`config.mk`:
```
export PLATFORM = sky130hd
export DESIGN_NAME = rle_run_encoder
export DESIGN_NICKNAME = d
export VERILOG_FILES = /design/src/rtl/rle_run_encoder.sv
export SDC_FILE = /design/constraint.sdc
export NUM_CORES = 1
export LEC_CHECK = 0
export ABC_AREA = 1
export BUFFER_PORTS_ARGS = -buffer_cell sky130_fd_sc_hd__buf_4
export CAP_MARGIN = 5
export CORE_ASPECT_RATIO = 2
export CORE_MARGIN = 3
export CORE_UTILIZATION = 32
export DETAILED_ROUTE_END_ITERATION = 16
export MAX_ROUTING_LAYER = met4
export PLACE_DENSITY = 0.6
export SLEW_MARGIN = 25
export SYNTH_ARGS = -nofsm -noshare
export SYNTH_HDL_FRONTEND = slang
export SYNTH_SLANG_ARGS = --single-unit
```
`constraint.sdc`:
```
create_clock -name clk -period 4.6 [get_ports clk]
set_input_delay 0.23 -clock clk [delete_from_list [all_inputs] [get_ports clk]]
set_output_delay 0.23 -clock clk [all_outputs]
set_load 0.02 [all_outputs]
```
`src/rtl/rle_run_encoder.sv`:
```
// rle_run_encoder: zig-zag coefficients in, JPEG (run, size, amplitude) tokens out, with DC passthrough and EOB.
// Define RLE_ZRL_EN to split zero runs of 2^RUN_W or more into ZRL tokens; RUN_W defaults to a full-block run otherwise.
module rle_run_encoder #(
    parameter int COEF_W  = 12,
`ifdef RLE_ZRL_EN
    parameter int RUN_W   = 4,
`else
    parameter int RUN_W   = 6,
`endif
    parameter int SIZE_W  = 4,
    parameter int BLK_LEN = 64
) (
    input  logic              clk,
    input  logic              rst,
    input  logic              in_valid,
    output logic              in_ready,
    input  logic [COEF_W-1:0] in_coef,
    output logic              out_valid,
    input  logic              out_ready,
    output logic [RUN_W-1:0]  out_run,
    output logic [SIZE_W-1:0] out_size,
    output logic [COEF_W-1:0] out_amp,
    output logic              out_dc,
    output logic              out_eob
);
    localparam int IDX_W = $clog2(BLK_LEN);
    localparam logic [IDX_W-1:0] LAST = IDX_W'(BLK_LEN - 1);

    typedef struct packed {
        logic [RUN_W-1:0]  run;
        logic [SIZE_W-1:0] size;
        logic [COEF_W-1:0] amp;
        logic              dc;
        logic              eob;
    } tok_t;

    if (SIZE_W < $clog2(COEF_W + 1)) begin : g_size_w_chk
        $error("SIZE_W too narrow for COEF_W");
    end
`ifndef RLE_ZRL_EN
    if (RUN_W < IDX_W) begin : g_run_w_chk
        $error("RUN_W must hold a full-block zero run when ZRL splitting is disabled");
    end
`endif

    // Magnitude is taken as unsigned so the most negative value still reports COEF_W bits.
    function automatic logic [SIZE_W-1:0] coef_size(input logic [COEF_W-1:0] c);
        logic [COEF_W-1:0] mag;
        coef_size = '0;
        mag = c[COEF_W-1] ? -c : c;
        for (int i = 0; i < COEF_W; i++)
            if (mag[i]) coef_size = SIZE_W'(i + 1);
    endfunction

    function automatic tok_t mk_tok(input logic [RUN_W-1:0] run, input logic [COEF_W-1:0] c,
                                    input logic dc, input logic eob);
        mk_tok.run  = run;
        mk_tok.size = coef_size(c);
        mk_tok.amp  = c[COEF_W-1] ? c - COEF_W'(1) : c;
        mk_tok.dc   = dc;
        mk_tok.eob  = eob;
    endfunction

    logic             out_valid_q, out_valid_d;
    tok_t             tok_q, tok_d;
    logic [IDX_W-1:0] idx_q, idx_d;
    logic [IDX_W-1:0] zcnt_q, zcnt_d;
    logic             slot_free, accept;
`ifdef RLE_ZRL_EN
    localparam logic [0:0]  ACCEPT = 1'b0;
    localparam logic [0:0]  ZRL    = 1'b1;
    localparam logic [31:0] ZTH    = 32'(2 ** RUN_W);
    logic [0:0]        state_q, state_d;
    logic [COEF_W-1:0] coef_q, coef_d;
    logic [31:0]       zcnt_w;
`endif

    always_comb begin
        slot_free   = !out_valid_q || out_ready;
`ifdef RLE_ZRL_EN
        in_ready    = rst && slot_free && state_q == ACCEPT;
        state_d     = state_q;
        coef_d      = coef_q;
        zcnt_w      = 32'(zcnt_q);
`else
        in_ready    = rst && slot_free;
`endif
        accept      = in_valid && in_ready;
        idx_d       = idx_q;
        zcnt_d      = zcnt_q;
        tok_d       = tok_q;
        out_valid_d = out_valid_q && !out_ready;
        if (accept) begin
            idx_d = (idx_q == LAST) ? '0 : idx_q + IDX_W'(1);
            if (idx_q == '0) begin
                out_valid_d = 1'b1;
                tok_d       = mk_tok('0, in_coef, 1'b1, 1'b0);
                zcnt_d      = '0;
            end else if (in_coef == '0 && idx_q != LAST) begin
                zcnt_d = zcnt_q + IDX_W'(1);
            end else if (in_coef == '0) begin
                out_valid_d = 1'b1;
                tok_d       = mk_tok('0, '0, 1'b0, 1'b1);
                zcnt_d      = '0;
`ifdef RLE_ZRL_EN
            end else if (zcnt_w >= ZTH) begin
                // First ZRL goes out on the accept edge so each ZRL costs exactly one input stall.
                out_valid_d = 1'b1;
                tok_d       = mk_tok('1, '0, 1'b0, 1'b0);
                zcnt_d      = IDX_W'(zcnt_w - ZTH);
                coef_d      = in_coef;
                state_d     = ZRL;
`endif
            end else begin
                out_valid_d = 1'b1;
                tok_d       = mk_tok(RUN_W'(zcnt_q), in_coef, 1'b0, 1'b0);
                zcnt_d      = '0;
            end
`ifdef RLE_ZRL_EN
        end else if (state_q == ZRL && slot_free) begin
            out_valid_d = 1'b1;
            tok_d       = zcnt_w >= ZTH ? mk_tok('1, '0, 1'b0, 1'b0)
                                        : mk_tok(RUN_W'(zcnt_q), coef_q, 1'b0, 1'b0);
            zcnt_d      = zcnt_w >= ZTH ? IDX_W'(zcnt_w - ZTH) : '0;
            state_d     = zcnt_w >= ZTH ? ZRL : ACCEPT;
`endif
        end
    end

    always_ff @(posedge clk or negedge rst) begin
        if (!rst) begin
            out_valid_q <= 1'b0;
            tok_q       <= '0;
            idx_q       <= '0;
            zcnt_q      <= '0;
`ifdef RLE_ZRL_EN
            state_q     <= ACCEPT;
            coef_q      <= '0;
`endif
        end else begin
            out_valid_q <= out_valid_d;
            tok_q       <= tok_d;
            idx_q       <= idx_d;
            zcnt_q      <= zcnt_d;
`ifdef RLE_ZRL_EN
            state_q     <= state_d;
            coef_q      <= coef_d;
`endif
        end
    end

    assign out_valid = out_valid_q;
    assign out_run   = tok_q.run;
    assign out_size  = tok_q.size;
    assign out_amp   = tok_q.amp;
    assign out_dc    = tok_q.dc;
    assign out_eob   = tok_q.eob;
endmodule
```
### After elaboration in Yosys (flattened, before gate mapping)

Cells that the tools add are included.

| word-level totals | value |
|---|---|
| register bits | 37 |
| output and inout port bits | 26 |
| logic and storage cells | 48 |

| operators by class | value |
|---|---|
| $add $sub $neg | 4 |
| equality and inequality tests | 3 |
| mux-type cells | 23 |
| reductions and logical operators | 10 |

Operator list:

| operator | number |
|---|---|
| $mux 24 | 3 |
| $mux 4 | 11 |
| $mux 12 | 2 |
| $mux 6 | 3 |
| $add 6x1->6 const B | 2 |
| $logic_not 12->1 | 1 |
| $neg 12->12 | 1 |
| $sub 12x1->12 const B | 1 |
| $eq 6x6->1 const B | 1 |
| $logic_not 6->1 | 1 |
| $ne 6x6->1 const B | 1 |
| $logic_and 1x1->1 | 4 |
| $mux 1 | 4 |
| $logic_not 1->1 | 2 |
| $ne 2x2->1 const B | 1 |
| $reduce_and 2->1 | 1 |
| $logic_or 1x1->1 | 1 |

### Depth between registers and ports, before layout

| logic depth | value |
|---|---|
| depth after elaboration | 17 |
| depth in mapped cells | 16 |

### Worst setup path before layout

OpenSTA, ideal clock, no wires.

| path | value |
|---|---|
| path kind | reg-to-reg |
| start | register out_valid_q (netlist: out_valid) |
| end | register zcnt_q[5] |
| library setup time | 0.118 ns |
| data arrival time | 1.404 ns |
| setup slack | 3.078 ns |
| cell stages (with the launch flop) | 8 |
| path buffers | 0 |
| cell sequence | dfrtp_1 nand2_1 and2_4 nand2_4 nor4_1 nand3_1 xor2_1 nor2_1 |

| between the ends | value |
|---|---|
| cells in the longest elaborated chain, start to end | 4 |

Ends and longest elaborated chain:

| what | line | RTL |
|---|---|---|
| from (decl) | 64 | `logic out_valid_q, out_valid_d;` |
| from (signal assigned) | 141 | `out_valid_q <= out_valid_d;` |
| $logic_not 1->1 | 79 | `slot_free = !out_valid_q \|\| out_ready;` |
| $logic_or 1x1->1 | 79 |  |
| $logic_and 1x1->1 | 86 | `in_ready = rst && slot_free;` |
| named net in_ready | 16 | `output logic in_ready,` |
| $logic_and 1x1->1 | 88 | `accept = in_valid && in_ready;` |
| to (signal assigned) | 144 | `zcnt_q <= zcnt_d;` |
| to (decl) | 67 | `logic [IDX_W-1:0] zcnt_q, zcnt_d;` |

The timed path passes the listed nets, and every way through them passes these cells.
A chain may end at the register's enable or synchronous reset.

### Final worst setup path

| path | value |
|---|---|
| start | input rst |
| end | register zcnt_q[5] |

| between the ends | value |
|---|---|
| cells in the longest elaborated chain, start to end | 2 |

Ends and longest elaborated chain:

| what | line | RTL |
|---|---|---|
| from (decl) | 14 | `input logic rst,` |
| $logic_and 1x1->1 | 86 |  |
| $logic_and 1x1->1 | 88 |  |

No other way between the ends.

==> qor.txt <==
status: finished, final reports clean
Sw Ratio: 29.3%
Final Hold Fails: 0
worst r2r path cells: 9
cell count after placement: 397
Clock power frac: 40.6%
Longest Clk Path Bufs: 2
area of the mapped netlist: 0.00218 mm2
cell area power density: 405 mW/mm2
PnR Total Power: 1110 uW
FF+latch count, synth: 37
setup_tns: 0 ps
end of the worst hold path: out_valid$_DFF_PN0_
Avg Cell Area, Syn: 7.89 um2
Netlist cell types: 29
Initial DRT Pass Iterations: 4
top cells by area, synth: dfrtp_1 (43%), nand2_1 (13%), xor2_1 (6.0%), inv_1 (5.2%), nor2_1 (4.5%)
vias: 1903
Hold Path Cell Cnt: 4
Layout Nets: 339
Min Clock Period, post-route: 2060 ps
Hold Crit Class: input pin to flop
Synth area leader: dfrtp_1
Finish-stage setup viols: 0
ant diodes: 0
Async S/R FF share, synth: 100%
commonest register cell after synthesis: dfrtp_1
CP Class: input pin to flop
Max Cap Viol: 0
crit share post-route: 44.9%
Peak VDD IR: 0.000143 V
fraction of layout cells with a size suffix above 1: 22.2%
part of the power in combinational logic: 21.7%
via/cell ratio: 4.69
deepest level of the CTS H-tree: 2
DRC viols: 0
Syn. warnings: 0
sequential cell area fraction in the yosys report: 42.5%
Routed Antenna Nets: 0
Root Driver: clkbuf_16
relative slew slack: 63.5%
Buffers on Ports: 41
Die ar.: 0.00789 mm2
fill count: 716
initial antenna violation count: 0
Synth Net Count: 296
DPL Wire Length: 3950 um
Syn Inst Count: 276
latest clock arrival within the worst-skew pair: 280 ps
Hold Crit Start: out_ready
cts repair resizes: 0
net switching power: 324 uW
core outline area: 0.00646 mm2
Worst Path Required: 4770 ps
RR Startpoint: idx_q[0]$_DFFE_PN0P_
Layout area overhead: 25.6%
die height: 123 um
Int Pwr: 782 uW
fmax: 0.484 GHz
unrepaired setup endpoints after global routing: false
Post-synth EDFFs: 0
P_leak: 0.00138 uW
Seq pwr share: 37.7%
worst-margin pin slew: 543 ps
FF-to-FF End: out_size[2]$_DFFE_PN0P_
largest net degree at the start of global routing: 42
Routability Congestion: 0.894
num rows: 41
Post-DP Area: 0.00253 mm2
Synth top area share: 42.5%
IO Pins: 42
DR WL/cell: 12.5 um
Crit. End Element: flop
gr ovfl total: 0
design area: 0.00274 mm2
CTS sink cnt: 37
Worst R2R Setup Slack: 2700 ps
DRT Wirelength: 5090 um
Data arrival, critical path: 2240 ps
1st-iter DRT viols: 64
CP max FO: 38
All-Layer GR Usage: 14.6%
Worst-path clk slew: 60 ps
Layout Cells excl Fill: 406
clock skew: 3.02 ps
vias in the first global route: 1869
total CTS buffers: 5
first-pass GRT wire length: 8600 um
crit start category: input pin
initial core utilization: 33.7%
CTS tree: built
Die Width: 64.3 um
Max Slew Vio Count: 0
## kinds of logic (layout without fill, tap and decap cells)
kind of cell	count (synthesis)	in the layout	share of synthesized area, %
AOI/OAI and AO/OA	31	31	8.05
buffers and inverters	39	83	8.51
adders and majority gates	4	4	2.30
xor gates and xnor gates	19	19	7.64
DFF	37	37	42.5
and+or+nand+nor	146	146	31.0
## worst max-delay path, cell delays in order
cell	delay (ps)
dlygate4sd3_1	530
buf_4	420
and2_4	240
nand2_4	80
nor4_1	350
nand3_1	150
xor2_1	170
nor2_1	50
## registers in the layout, indices dropped and copies added (netlist names)
name / count
out_size: 4
idx_q: 6
out_eob: 1
zcnt_q: 6
out_amp: 12
out_dc: 1
out_valid: 1
out_run: 6
## metal layers
layer	vias up	wire length (um)	share of wire, %	global-route usage, %
met5	-	0	0	-
met4	0	144	2.8	6.49
li1	969	-	-	-
met3	9	157	3.1	1.92
met2	44	2850	56	27.3
met1	881	1940	38	14.8
## worst max path at each step
stage | start | endpoint
2_1_floorplan | out_valid$_DFF_PN0_ | zcnt_q[5]$_DFFE_PN0P_
3_3_place_gp | in_coef[0] | out_size[2]$_DFFE_PN0P_
3_5_place_dp | in_coef[0] | out_size[2]$_DFFE_PN0P_
4_1_cts | rst | zcnt_q[5]$_DFFE_PN0P_
5_1_grt | rst | zcnt_q[5]$_DFFE_PN0P_
6_report | rst | zcnt_q[5]$_DFFE_PN0P_
## area by class of cell
cell class	instances	area, um2	area share (%)
timing repair buffer	42	318	11.6
multi-input combinational	200	1070	39.0
clock inverter	3	68.8	2.52
tap	86	108	3.93
clock buffer	5	125	4.57
sequential	37	926	33.9
inverter	33	124	4.53
## cell usage after synthesis, types with 2 or more instances
master,n
a21oi_1,2
buf_6,5
dfrtp_1,37
ha_1,4
inv_1,30
inv_2,3
nand2_1,75
nand2_2,5
nand2_4,2
nand3_1,17
nand4_1,4
nor2_1,26
nor2_2,4
nor3_1,3
nor3_2,3
nor4_1,3
o21ai_0,9
o21ai_1,13
o31ai_1,4
xnor2_1,4
xor2_1,15
## cells in the final DEF (no fill, tap or decap)
cell type and count:
nor3b_2 1, nor3_1 3, o31ai_1 4, ha_1 4, nand2_1 75, dfrtp_1 37
nor3_2 3, o21ai_2 1, a221oi_1 1, nand3_1 17, clkbuf_16 5, o21bai_1 1
inv_2 3, o21ai_0 9, inv_1 30, and2_4 1, nand2_4 2, nor2_1 26
xor2_1 15, nor2_2 4, inv_6 1, nand4_1 4, nor4_1 3, a21oi_1 2
bufinv_16 2, xnor2_1 4, nor2_4 1, buf_4 41, nand2_2 5, o21ai_1 13
nand3_2 1, dlygate4sd3_1 1
## through the flow
step           util, %  hold WS (ps)  worst slack, ps
6_report          42.3           202             2540
5_1_grt           42.3           241             2280
4_1_cts           42.3           204             2490
3_5_place_dp      39.2           227             2630
3_3_place_gp      39.2           223             2680
2_1_floorplan        -         -65.6             3080
## power by group through the flow
| stage | Combinational (uW) | Sequential, uW | Clock [uW] |
|---|---|---|---|
| finish | 240 | 417 | 449 |
| global route | 270 | 423 | 471 |
| global placement | 238 | 422 | 0 |
| CTS | 244 | 418 | 455 |
| floorplan | 123 | 445 | 0 |
| detailed placement | 241 | 423 | 0 |
## what timing repair did
action                                  in CTS  in global routing
setup buffers                                0                  0
hold buffers                                 1                  0
hold endpoints to repair                    37                  0
endpoints found under the setup margin       0                  0
No activity file was read; power rests on OpenSTA's default activity.
